### src/rtl/bsram_access_unit.sv
// bsram_access_unit: byte/half/word load-store initiator for BSRAM_byte_en.
// Registered RAM strobes, aligned + extended load data, response handshake.
module bsram_access_unit #(
  parameter int DATA_WIDTH = 32,
  parameter int ADDR_WIDTH = 8
) (
  input  logic                  clock,
  input  logic                  reset,
  input  logic                  req_valid,
  output logic                  req_ready,
  input  logic                  req_write,
  input  logic [1:0]            req_size,
  input  logic                  req_unsigned,
  input  logic [ADDR_WIDTH+1:0] req_addr,
  input  logic [DATA_WIDTH-1:0] req_wdata,
  output logic                  rsp_valid,
  input  logic                  rsp_ready,
  output logic [DATA_WIDTH-1:0] rsp_rdata,
  output logic                  rsp_error,
  output logic                  mem_readEnable,
  output logic [ADDR_WIDTH-1:0] mem_readAddress,
  input  logic [DATA_WIDTH-1:0] mem_readData,
  output logic                  mem_writeEnable,
  output logic [3:0]            mem_writeByteEnable,
  output logic [ADDR_WIDTH-1:0] mem_writeAddress,
  output logic [DATA_WIDTH-1:0] mem_writeData
);

  localparam logic [2:0] IDLE     = 3'd0;
  localparam logic [2:0] WRITE    = 3'd1;
  localparam logic [2:0] RD_ISSUE = 3'd2;
  localparam logic [2:0] RD_WAIT  = 3'd3;
  localparam logic [2:0] RESP     = 3'd4;

  logic [2:0]            state;
  logic [1:0]            sizeQ;
  logic                  unsQ;
  logic [1:0]            offQ;
  logic [1:0]            off;
  logic [ADDR_WIDTH-1:0] wordAddr;
  logic                  reqError;
  logic [3:0]            reqBe;
  logic [DATA_WIDTH-1:0] reqWdata;
  logic [DATA_WIDTH-1:0] shifted;
  logic [DATA_WIDTH-1:0] loadData;

  assign off       = req_addr[1:0];
  assign wordAddr  = req_addr[ADDR_WIDTH+1:2];
  assign req_ready = (state == IDLE);
  assign rsp_valid = (state == RESP);

  // Request decode: alignment check, lane enables and lane replication
  always_comb begin
    reqError = 1'b0;
    reqBe    = 4'b0000;
    reqWdata = req_wdata;
    unique case (req_size)
      2'd0: begin
        reqBe    = 4'b0001 << off;
        reqWdata = {4{req_wdata[7:0]}};
      end
      2'd1: begin
        reqError = off[0];
        reqBe    = 4'b0011 << off;
        reqWdata = {2{req_wdata[15:0]}};
      end
      2'd2: begin
        reqError = (off != 2'd0);
        reqBe    = 4'b1111;
      end
      default: reqError = 1'b1;
    endcase
  end

  // Load extraction: shift the addressed field down, then extend
  always_comb begin
    shifted  = mem_readData >> {offQ, 3'b000};
    loadData = shifted;
    unique case (sizeQ)
      2'd0:    loadData = {{24{~unsQ & shifted[7]}}, shifted[7:0]};
      2'd1:    loadData = {{16{~unsQ & shifted[15]}}, shifted[15:0]};
      default: loadData = shifted;
    endcase
  end

  // Control FSM; RAM strobes are launched on the accept edge
  always_ff @(posedge clock or negedge reset) begin
    if (!reset) begin
      state               <= IDLE;
      sizeQ               <= 2'd0;
      unsQ                <= 1'b0;
      offQ                <= 2'd0;
      rsp_rdata           <= '0;
      rsp_error           <= 1'b0;
      mem_readEnable      <= 1'b0;
      mem_readAddress     <= '0;
      mem_writeEnable     <= 1'b0;
      mem_writeByteEnable <= 4'b0000;
      mem_writeAddress    <= '0;
      mem_writeData       <= '0;
    end else begin
      unique case (state)
        IDLE: begin
          if (req_valid) begin
            sizeQ     <= req_size;
            unsQ      <= req_unsigned;
            offQ      <= off;
            rsp_rdata <= '0;
            rsp_error <= reqError;
            if (reqError) begin
              state <= RESP;
            end else if (req_write) begin
              state               <= WRITE;
              mem_writeEnable     <= 1'b1;
              mem_writeByteEnable <= reqBe;
              mem_writeAddress    <= wordAddr;
              mem_writeData       <= reqWdata;
            end else begin
              state           <= RD_ISSUE;
              mem_readEnable  <= 1'b1;
              mem_readAddress <= wordAddr;
            end
          end
        end
        WRITE: begin
          mem_writeEnable     <= 1'b0;
          mem_writeByteEnable <= 4'b0000;
          state               <= RESP;
        end
        RD_ISSUE: begin
          mem_readEnable <= 1'b0;
          state          <= RD_WAIT;
        end
        RD_WAIT: begin
          rsp_rdata <= loadData;
          state     <= RESP;
        end
        RESP: begin
          if (rsp_ready) state <= IDLE;
        end
        default: state <= IDLE;
      endcase
    end
  end

endmodule

### config.mk
export PLATFORM = sky130hd
export DESIGN_NAME = bsram_access_unit
export DESIGN_NICKNAME = d
export VERILOG_FILES = /design/src/rtl/bsram_access_unit.sv
export SDC_FILE = /design/constraint.sdc
export NUM_CORES = 1
export LEC_CHECK = 0
export ABC_CLOCK_PERIOD_IN_PS = 1650
export BUFFER_PORTS_ARGS = -buffer_cell sky130_fd_sc_hd__buf_2
export CORE_ASPECT_RATIO = 1.25
export CORE_MARGIN = 2
export CORE_UTILIZATION = 40
export DETAILED_ROUTE_END_ITERATION = 12
export PLACE_DENSITY = 0.81
export SYNTH_ARGS = -nofsm -noshare
export SYNTH_HDL_FRONTEND = slang
export SYNTH_SLANG_ARGS = --single-unit
### constraint.sdc
create_clock -name clock -period 1.65 [get_ports clock]
set_input_delay 0.33 -clock clock [delete_from_list [all_inputs] [get_ports clock]]
set_output_delay 0.33 -clock clock [all_outputs]
set_load 0.02 [all_outputs]
* Yosys cells after proc, flatten, opt, wreduce, memory -nomap -nowiden
Cells that the tools add are included. Widths: inputs -> output; s select.
Cells by class: order comparisons 0, eq/ne operators 12, divide/modulo/power cells 0, mux-type cells 23, multipliers 0, $add $sub $neg 0, bitwise logic cells 5, shift-type cells 3, reduce and logical (&&, ||, !) cells 15
Operators with widths (count):
- $pmux 32 s2 | 3
- $mux 32 | 1
- $shr 32x5->32 | 1
- $reduce_and 4->1 | 4
- $mux 4 | 3
- $pmux 3 s4 | 1
- $pmux 4 s3 | 1
- $mux 3 | 3
- $pmux 4 s2 | 1
- $reduce_bool 2->1 | 4
- $eq 3x2->1 const B | 2
- $mux 1 | 6
- $ne 2x2->1 const B | 3
- $reduce_and 2->1 | 3
- $eq 2x1->1 const B | 2
- $logic_not 2->1 | 2
- $ne 2x1->1 const B | 2
- $pmux 1 s2 | 2
- $shl 1x2->4 const A | 1
- $shl 2x2->4 const A | 1
- $eq 3x1->1 const B | 1
- $eq 3x3->1 const B | 1
- $logic_not 3->1 | 1
- $not 1->1 | 3
- 5 further kinds | 6
Word-level totals: RAM bits 0, memories kept 0, memory bits (read-only) 0, bits of input ports 82, register bits after elaboration 95, logic and storage cells 70, output and inout port bits 89, latch bits 0

* Depth between registers and ports, before layout
Gate-level depths: netlist of the first run.
depth after elaboration 6, mapped depth 7, mapped depth without buffers 4

* Worst setup path before layout of the first run
OpenSTA, ideal clock, no wires.
path kind reg2reg, from register state[2], to register rsp_rdata[30], library setup time 0.126 ns, data arrival time 1.701 ns, required time 1.524 ns, period minus slack after synthesis 1.827 ns, stages on the path, launching flop included 7, buffers on the path 3, slack -0.177 ns, cell sequence dfrtp_1 -> buf_6 -> nor4b_4 -> nor2b_2 -> clkbuf_2 -> buf_4 -> a221o_1
Between the ends: word-level cells in the longest chain between the ends 3, elaborated cells between the ends (all ways) 6, those cells by class 2 x eq/ne; 1 x mux; 3 x reduce/logical
Ends and longest elaborated chain:
- start: declaration | line 35 | logic [2:0] state;
- start signal: assignment | line 89 | state <= IDLE;
- start signal: assignment | line 111 | state <= RESP;
- start signal: assignment | line 113 | state <= WRITE;
- $eq 3x2->1 or $logic_not 3->1 (tied branches) | line 102 | unique case (state)
- $reduce_bool 2->1 (no line) or $ne 2x2->1 (tied branches)
- $reduce_and 2->1 (no line)
- end signal: assignment | line 135 | rsp_rdata <= loadData;
- end: declaration | line 18 | output logic [DATA_WIDTH-1:0] rsp_rdata,
Several ways; a longest one is shown, not always the timed one. A chain may end at the register's enable or synchronous reset.

* Final worst setup path of the first run
from register offQ[1], to register rsp_rdata[20]
Between the ends: word-level cells in the longest chain between the ends 4, elaborated cells between the ends (all ways) 5, those cells by class 1 x shift; 2 x mux; 2 x bitwise
Ends and longest elaborated chain:
- start: declaration | line 38 | logic [1:0] offQ;
- start signal: assignment | line 92 | offQ <= 2'd0;
- start signal: assignment | line 107 | offQ <= off;
- $shr 32x5->32 * | line 77 | shifted = mem_readData >> {offQ, 3'b000};
- $and 1x1->1 (on tied branches) | line 81, 80
- $pmux 32 s2 * | line 79 | unique case (sizeQ)
- $pmux 32 s2 * | line 102
Every way passes the cells marked *; elsewhere a longest branch is shown, timed or not.

==> flow_summary.json, run 1 <==
{
  "path_cells": "mux4_2 > o211a_4 > a221o_1",
  "placed_area_sq_um": 5760,
  "clockBufferDepth": 2,
  "clock_skew_ps": 5.43,
  "ir_drop_mv": 1.02,
  "endpoint_kind": "register",
  "area_delta_synth_final_pct": 37.4,
  "whs_ps": 8.99,
  "maxSlewHeadroom": 0.644,
  "drv_cap": 0,
  "synth-edff-count": 0,
  "h-tree-depth": 3,
  "grt_pass1_vias": 3996,
  "synthCells": 419,
  "yosysUniqueCellTypes": 38,
  "netlist_area_sq_um": 4610,
  "rsz0062_at_grt": "yes",
  "avgViaCountPerCell": 5.39,
  "drt-initial-drc-count": 218,
  "p_leak_uw": 0.00327,
  "cp_slowest_cell": "mux4_2",
  "num_antenna_cells": 0,
  "pre_cts_ws_ps": -83.6,
  "vias": 4030,
  "core-area_sq_um": 11200,
  "cts_sinks": 95,
  "fill_cells": 955,
  "setup_viol": 18,
  "post_drt_wl_per_cell_um": 17.8,
  "outcome": "finished, violations left",
  "cts_hold_buf": 0,
  "start_util": 0.412,
  "syn-num-nets": 501,
  "fin_util": 0.567,
  "post-route-period-util": 1.01,
  "clkTransAtPathRegs_ps": 70,
  "path_max_fanout": 16,
  "root_buffer": "clkbuf_16",
  "dpl.hpwl_um": 9310,
  "period_needed_ps": 1670,
  "setup_slack_ps": -20.2,
  "multi_input_area_sq_um": 2170,
  "slowest_delay_ps": 540,
  "dieArea_sq_um": 12400,
  "antenna_found_initial": 0,
  "grt-ovfl-total": 0,
  "synthFlopType": "dfrtp_1",
  "seqCellArea_sq_um": 2380,
  "powerDensity_nw_per_um2": 1750,
  "rows": 43,
  "gp_congestion": 0.916,
  "cp.arrival_ps": 1890,
  "grt_use_total": 0.205,
  "final_net_count": 690,
  "fin_area_sq_um": 6340,
  "port_buffers": 170,
  "crit_required_ps": 1870,
  "post-route-drc-count": 0,
  "drt_wl_total_um": 13300,
  "critPathKind": "reg -> reg",
  "drive_above_1_share": 0.471,
  "ys_seq_elements": 95,
  "timing_hold_violations_final": 0,
  "ys_seq_area_frac": 0.515,
  "worst_pin_slew_ps": 534,
  "async_reset_ff_frac": 1.00,
  "first_pass_iters": 4,
  "synth_warnings": 0,
  "clk_latency_ps": 340,
  "max_freq_mhz": 599,
  "failed_checks": "negative setup slack",
  "grt_pass1_wl_um": 19800,
  "numCtsBuffers": 9,
  "path_buf_inv": 0,
  "ios": 171,
  "dieHeight_um": 124,
  "postSynthAreaPerCell_sq_um": 11.0,
  "critPathTopFamily": "compound AO/OA/AOI/OAI gates",
  "die_w_um": 100,
  "cts_tree": "done",
  "drv_slew": 0,
  "min_path_type": "in -> async",
  "ant_nets": 0,
  "setup.worst_path.start_class": "register",
  "grt_max_degree": 96
}
[cell type report]
| cell class | count | share of cell area |
|---|---|---|
| Sequential cell | 95 | 0.376 |
| Multi-Input combinational cell | 290 | 0.343 |
| Inverter | 3 | 0.00178 |
| Tap cell | 135 | 0.0266 |
| Clock inverter | 6 | 0.0112 |
| Clock buffer | 10 | 0.0361 |
| Timing Repair Buffer | 209 | 0.206 |
[synthesized netlist by cell type, types with 2 or more instances]
library cell / n / share of area
o211a_1: 2 / 0.0043
nand3b_1: 10 / 0.016
a21oi_1: 26 / 0.028
a221o_1: 16 / 0.035
nor3_1: 4 / 0.0043
buf_1: 3 / 0.0024
o21ai_0: 52 / 0.056
mux2_2: 21 / 0.051
nand2b_1: 2 / 0.0027
a22o_1: 4 / 0.0076
buf_6: 4 / 0.0098
nand2_1: 53 / 0.043
mux2_4: 12 / 0.039
or2_2: 2 / 0.0027
nor3b_2: 2 / 0.0054
clkbuf_1: 14 / 0.011
mux2i_1: 40 / 0.087
buf_2: 8 / 0.0087
nor2_1: 20 / 0.016
nand3_1: 8 / 0.0087
inv_1: 3 / 0.0024
dfrtp_1: 95 / 0.52
mux4_2: 2 / 0.0098
o31ai_1: 2 / 0.0033
[kinds of logic after synthesis]
| logic type | count (synthesis) | share of synthesized area |
|---|---|---|
| buffers and inverters | 34 | 0.0374 |
| flip-flops | 95 | 0.515 |
| AO/OA/AOI/OAI | 107 | 0.146 |
| multiplexers | 75 | 0.187 |
| AND/OR/NAND/NOR | 108 | 0.115 |
[worst paths after layout]
path,end,slack [ps],start,cells past startpoint
worst max register to register,rsp_rdata[20]$_DFFE_PN0P_,-20,offQ[1]$_DFFE_PN0N_,3
worst min register to register,rsp_rdata[8]$_DFFE_PN0P_,470,rsp_rdata[8]$_DFFE_PN0P_,2
min in group clock,unsQ$_DFFE_PN0N_,200,req_unsigned,3
max in group asynchronous,state[1]$_DFFE_PN0P_,1200,reset,2
worst max-delay path,rsp_rdata[20]$_DFFE_PN0P_,-20,offQ[1]$_DFFE_PN0N_,3
worst min-delay path,rsp_rdata[14]$_DFFE_PN0P_,9,reset,2
[layout by cell type (no fill, tap or decap), types with 2 or more instances in the layout]
| cell | instances |
|---|---|
| o31ai_1 | 2 |
| inv_1 | 3 |
| clkbuf_16 | 13 |
| clkinv_4 | 3 |
| clkinvlp_4 | 2 |
| buf_6 | 7 |
| o21ai_1 | 5 |
| a21oi_1 | 20 |
| o21ai_2 | 4 |
| mux2_2 | 21 |
| buf_4 | 26 |
| buf_12 | 4 |
| nand2b_1 | 2 |
| mux2_4 | 12 |
| mux2i_1 | 40 |
| a22o_1 | 4 |
| a221o_1 | 16 |
| or2_2 | 2 |
| dfrtp_2 | 3 |
| nand3b_1 | 10 |
| nand3_1 | 8 |
| nand2_2 | 4 |
| mux4_2 | 2 |
| dfrtp_1 | 92 |
| nand2_1 | 48 |
| nor3_1 | 2 |
| nor2_1 | 20 |
| o21ai_0 | 43 |
| nor3b_4 | 2 |
| a21oi_2 | 6 |
| buf_2 | 167 |
[power by group]
group	leakage [uW]	total, uW	switching [uW]	internal, uW
Clock	0.000139	2100	919	1180
Sequential	0.00122	3780	581	3190
Combinational	0.00191	5190	2960	2240
Total	0.00327	11100	4460	6620
[through the flow]
stage                     cells  TNS (ps)  total power (uW)
final                       748      -175             11100
after global routing        748     -2200             11700
after CTS                   742      -705             10800
after detailed placement    724     -2370              8530
after global placement      724     -66.9              8370
after floorplan             419     -5310              6850
[routing by layer]
layer | vias up | wire length (um) | track usage
met2 | 167 | 6890 | 0.364
met5 | - | 0 | 0
li1 | 1883 | - | -
met3 | 21 | 707 | 0.0421
met1 | 1959 | 5450 | 0.245
met4 | 0 | 271 | 0.0736
[state kept, by name, indices dropped and copies added (netlist names), 2 cells and up]
register,count
mem_writeData,32
offQ,2
sizeQ,2
rsp_rdata,32
state,3
mem_writeAddress,8
mem_writeByteEnable,4
mem_readAddress,8
[repair_timing]
| item | CTS | global route |
|---|---|---|
| resized for setup | 16 | 30 |
| gates cloned | 0 | 4 |
| buffers inserted | 2 | 3 |
| pin swaps | 2 | 5 |
| setup endpoints to repair | 53 | 55 |
Power figures use the tool's default switching activity.
==> run 2: changes to the inputs <==
- CORE_ASPECT_RATIO: 1.25 -> 1.75
==> run 2 against run 1 <==
Net effect: the flow still finishes with violations (negative setup slack); via count rose by 3.3%; global-route usage rose by 1.2 points; sequential share of layout area fell by 0.78 points; sequential cell count did not move; critical path depth did not move; largest cell class unchanged.
==> flow_summary.json, run 2 (same netlist as run 1, synthesis figures left out) <==
{
  "grt_use_total": 0.217,
  "crit_required_ps": 1870,
  "switching_power_uw": 4540,
  "numCtsBuffers": 9,
  "cp.arrival_ps": 1890,
  "ant_nets": 0,
  "setup_slack_ps": -15.4,
  "num_antenna_cells": 0,
  "grt_max_degree": 49,
  "vias": 4164,
  "ios": 171,
  "swShare": 0.403,
  "final_net_count": 707,
  "drt_wl_total_um": 13900,
  "die_w_um": 85.2,
  "p_leak_uw": 0.00336,
  "grt-ovfl-total": 0,
  "drive_above_1_share": 0.487,
  "drv_cap": 0,
  "cts_tree": "done",
  "clkPwrFrac": 0.189,
  "cts_sinks": 95,
  "clock_skew_ps": 8.81,
  "clkTransAtPathRegs_ps": 70,
  "grt_pass1_vias": 4264,
  "post_drt_wl_per_cell_um": 18.2,
  "drt-initial-drc-count": 110,
  "worst_pin_slew_ps": 479,
  "post-route-period-util": 1.01,
  "start_util": 0.413,
  "root_buffer": "clkbuf_16",
  "endpoint_kind": "register",
  "layout_common_cells": "buf_2 (167), dfrtp_1 (91), nand2_1 (46)",
  "gp_congestion": 0.929,
  "setup.worst_path.start_class": "register",
  "tns_ps": -83.8,
  "p_int_uw": 6730,
  "dpl.hpwl_um": 10100,
  "final_common_cell": "buf_2",
  "pwr-share-seq": 0.336,
  "core-area_sq_um": 11200,
  "maxSlewHeadroom": 0.677,
  "total_power_uw": 11300,
  "rows": 51,
  "ir_drop_mv": 0.841,
  "reg.largest.list": "mem_writeData x32, rsp_rdata x32",
  "failed_checks": "negative setup slack",
  "dieHeight_um": 146,
  "timing_hold_violations_final": 0,
  "port_buffers": 170,
  "drv_slew": 0,
  "area_delta_synth_final_pct": 40.4,
  "max_freq_mhz": 600,
  "antenna_found_initial": 0,
  "comb_power_share": 0.475,
  "min_path_type": "in -> reg",
  "path_max_fanout": 8,
  "clk_latency_ps": 340,
  "powerDensity_nw_per_um2": 1740,
  "dieArea_sq_um": 12400,
  "critPathKind": "reg -> reg",
  "h-tree-depth": 3,
  "outcome": "finished, violations left",
  "clockBufferDepth": 2,
  "period_needed_ps": 1670,
  "rsz0062_at_grt": "yes",
  "grt_pass1_wl_um": 21500,
  "first_pass_iters": 4,
  "setup_viol": 14,
  "avgViaCountPerCell": 5.46,
  "post-route-drc-count": 0
}
run 2: cell count changes in the layout (fill, tap and decap cells not counted), sizes merged:
cell,previous run,this run
dlygate4sd3,0,1
nor2b,2,3
o211a,2,3
clkinv,3,2
buf,205,220
clkbuf,14,13
inv,3,4
run 2: final timing paths:
check                                         start  cells after the start  slack (ps)                   endpoint
max                             offQ[1]$_DFFE_PN0N_                      3         -20  rsp_rdata[19]$_DFFE_PN0P_
min                                    req_unsigned                      3         190           unsQ$_DFFE_PN0N_
max reg2reg                     offQ[1]$_DFFE_PN0N_                      3         -20  rsp_rdata[19]$_DFFE_PN0P_
min reg2reg                rsp_rdata[8]$_DFFE_PN0P_                      2         470   rsp_rdata[8]$_DFFE_PN0P_
max in group asynchronous                     reset                      3         720       state[0]$_DFFE_PN0P_
min in group asynchronous                     reset                      2         390  rsp_rdata[21]$_DFFE_PN0P_
run 2: worst max-delay path, cell delays in order (launching register included):
cell	delay, ps
dfrtp_2	410
mux4_2	560
o211a_4	300
a221o_1	270
run 2: area by class of cell:
cell class                      count  area, sq um
Clock buffer                       10          239
Clock inverter                      6         67.6
Fill cell                         919         4690
Inverter                            3         11.3
Multi-Input combinational cell    292         2190
Sequential cell                    95         2380
Tap cell                          132          165
Timing Repair Buffer              224         1420
run 2: per-stage QoR:
stage	util	instances	setup slack (ps)	area, sq um	hold WS, ps
2_1_floorplan	-	419	-166	4660	34.4
3_3_place_gp	0.523	731	-14.3	5840	195
3_5_place_dp	0.523	731	-111	5840	198
4_1_cts	0.560	752	-20.0	6260	186
5_1_grt	0.580	762	-76.6	6480	179
6_report	0.580	762	-15.4	6480	187
run 2: timing repair:
action | CTS | global route
endpoints found under the setup margin | 57 | 52
pin swaps | 4 | 12
setup buffers | 3 | 6
hold endpoints to repair | 11 | 0
gates resized for setup | 16 | 37
gates cloned | 1 | 4
hold buffers | 1 | 0
run 2: power groups by stage:
stage          clock [uW]  sequential [uW]  combinational (uW)
6_report             2130             3790                5350
5_1_grt              2270             3890                5740
4_1_cts              2190             3740                5080
3_5_place_dp            0             3760                4880
3_3_place_gp            0             3720                4760
2_1_floorplan           0             4610                2230
run 2: routing by layer:
metal | vias to the layer above | part of all wire | track usage
li1 | 1922 | - | -
met1 | 2032 | 0.36 | 0.248
met2 | 178 | 0.53 | 0.377
met3 | 32 | 0.068 | 0.0469
met4 | 0 | 0.035 | 0.103
met5 | - | 0 | 0
==> run 3: changes to the inputs <==
- CAP_MARGIN: not set -> 20
- SETUP_SLACK_MARGIN: not set -> 0.4
==> run 3 against run 2 <==
Net effect: cell count increased by 3.8%; maximum frequency decreased by 1.9%; combinational power increased by 27%; first-iteration DRC count increased by 51%; sequential cell count unchanged; total power increased by 13%; die area unchanged; non-clock buffer count increased by 28; the run still ends with negative setup slack left; register-to-register slack got worse by 30 ps; critical path type unchanged; cell area increased by 12%; worst setup slack got worse by 33 ps; largest power group unchanged.
==> flow_summary.json, run 3 (same netlist as run 1, synthesis figures left out) <==
{
  "ir_drop_mv": 1.08,
  "drv_slew": 0,
  "drive_above_1_share": 0.608,
  "rsz0062_at_grt": "yes",
  "worst_pin_slew_ps": 489,
  "r2r_cells": 4,
  "period_needed_ps": 1700,
  "setup_viol": 41,
  "area_delta_synth_final_pct": 56.6,
  "h-tree-depth": 3,
  "clk_latency_ps": 340,
  "path_max_fanout": 7,
  "outcome": "finished, violations left",
  "drv_cap": 0,
  "root_buffer": "clkbuf_16",
  "numCtsBuffers": 9,
  "final_net_count": 736,
  "post-route-period-util": 1.03,
  "grt-ovfl-total": 0,
  "avgViaCountPerCell": 5.60,
  "worstSetupStartpoint": "state[1]$_DFFE_PN0P_",
  "r2r_end": "mem_writeData[6]$_DFFE_PN0P_",
  "total_power_uw": 12700,
  "fill_cells": 820,
  "grt_pass1_vias": 4503,
  "gp_congestion": 0.946,
  "die_w_um": 85.2,
  "setup_slack_ps": -48.2,
  "path_buf_inv": 1,
  "cts_sinks": 95,
  "first_pass_iters": 4,
  "max_freq_mhz": 589,
  "reg2reg_slack_ps": -50,
  "antenna_found_initial": 0,
  "fin_area_sq_um": 7230,
  "worstReg2RegStart": "state[1]$_DFFE_PN0P_",
  "setup.worst_path.start_class": "register",
  "powerDensity_nw_per_um2": 1760,
  "start_util": 0.413,
  "dieArea_sq_um": 12400,
  "cp_slowest_cell": "dfrtp_2",
  "rows": 51,
  "timing.critical_path.to": "mem_writeData[6]$_DFFE_PN0P_",
  "whs_path_depth": 3,
  "grt_use_total": 0.235,
  "critPathTopFamily": "flip-flops",
  "core-area_sq_um": 11200,
  "clockBufferDepth": 2,
  "layout_common_cells": "buf_2 (150), dfrtp_1 (93), buf_4 (61)",
  "dieHeight_um": 146,
  "grt_max_degree": 57,
  "cts_tree": "done",
  "final_common_cell": "buf_2",
  "dpl.hpwl_um": 10200,
  "failed_checks": "negative setup slack",
  "drt-initial-drc-count": 166,
  "crit_required_ps": 1870,
  "path_depth": 4,
  "cp.arrival_ps": 1920,
  "min_path_type": "in -> reg",
  "p_leak_uw": 0.00365,
  "clkTransAtPathRegs_ps": 70,
  "critPathKind": "reg -> reg",
  "maxSlewHeadroom": 0.674,
  "post_drt_wl_per_cell_um": 19.5,
  "port_buffers": 170,
  "reg.largest.list": "mem_writeData x32, rsp_rdata x32",
  "placed_area_sq_um": 5830,
  "post-route-drc-count": 0,
  "endpoint_kind": "register",
  "ant_nets": 0,
  "ios": 171,
  "path_cells": "nor4b_4 > o211ai_4 > buf_12 > mux2_4",
  "grt_pass1_wl_um": 23200,
  "clock_skew_ps": 7.61,
  "vias": 4430,
  "timing_hold_violations_final": 0,
  "num_antenna_cells": 0,
  "slowest_delay_ps": 450,
  "drt_wl_total_um": 15400
}
-- run 3: cell count changes in the layout (fill, tap and decap cells not counted), moves of 13 or more --
cell,change
nand2_2,+23
buf_4,+22
nand2_1,-36
buf_6,+20
o21ai_0,-34
o21ai_1,+22
buf_2,-17
nand2_4,+13
-- run 3: repair_timing --
action | 4_1_cts | 5_1_grt
setup endpoints to repair | 95 | 118
hold endpoints to repair | 14 | 0
resized for setup | 129 | 91
hold buffers | 1 | 0
buffers inserted | 13 | 20
pin swaps | 17 | 32
cloned | 8 | 2
-- run 3: worst min path at each step --
stage / from / to / slack, ps
5_1_grt: req_unsigned / unsQ$_DFFE_PN0N_ / 210
4_1_cts: req_unsigned / unsQ$_DFFE_PN0N_ / 190
6_report: req_unsigned / unsQ$_DFFE_PN0N_ / 210
3_5_place_dp: reset / rsp_rdata[17]$_DFFE_PN0P_ / 350
2_1_floorplan: reset / mem_readAddress[0]$_DFFE_PN0P_ / 30
3_3_place_gp: reset / rsp_rdata[17]$_DFFE_PN0P_ / 340
-- run 3: cell type report --
cell class	instances	area, sq um	area share
tap	132	165	0.0228
inverter	3	11.3	0.00156
clock buffer	11	243	0.0336
timing repair buffer	252	1810	0.251
sequential	95	2380	0.329
multi-input combinational	293	2560	0.354
clock inverter	5	57.6	0.00796
-- run 3: worst reg2reg max path: stages, from the launching register on --
cell and delay [ps]:
dfrtp_2 450, nor4b_4 400, o211ai_4 220, buf_12 210, mux2_4 310
-- run 3: through the flow --
stage	std cells	utilization	setup TNS, ps	setup slack (ps)	hold WS [ps]
6_report	791	0.647	-1310	-48.2	208
5_1_grt	791	0.647	-4130	-94.7	212
4_1_cts	769	0.606	-53.0	-8.48	192
3_5_place_dp	731	0.522	-2570	-117	350
3_3_place_gp	731	0.522	-1090	-78.6	341
2_1_floorplan	419	-	-5320	-166	34.4
-- run 3: layer usage --
layer  track usage  part of all wire  up-vias
met5             0                 0        -
li1              -                 -     2001
met1         0.267              0.36     2166
met2         0.413              0.53      217
met3        0.0447             0.065       46
met4         0.116             0.046        0
-- run 3: where the power goes --
part / total, uW / internal, uW / switching, uW / leakage, uW
sequential: 3870 / 3190 / 671 / 0.00122
clock: 2090 / 1220 / 875 / 0.000149
combinational: 6780 / 3220 / 3560 / 0.00228
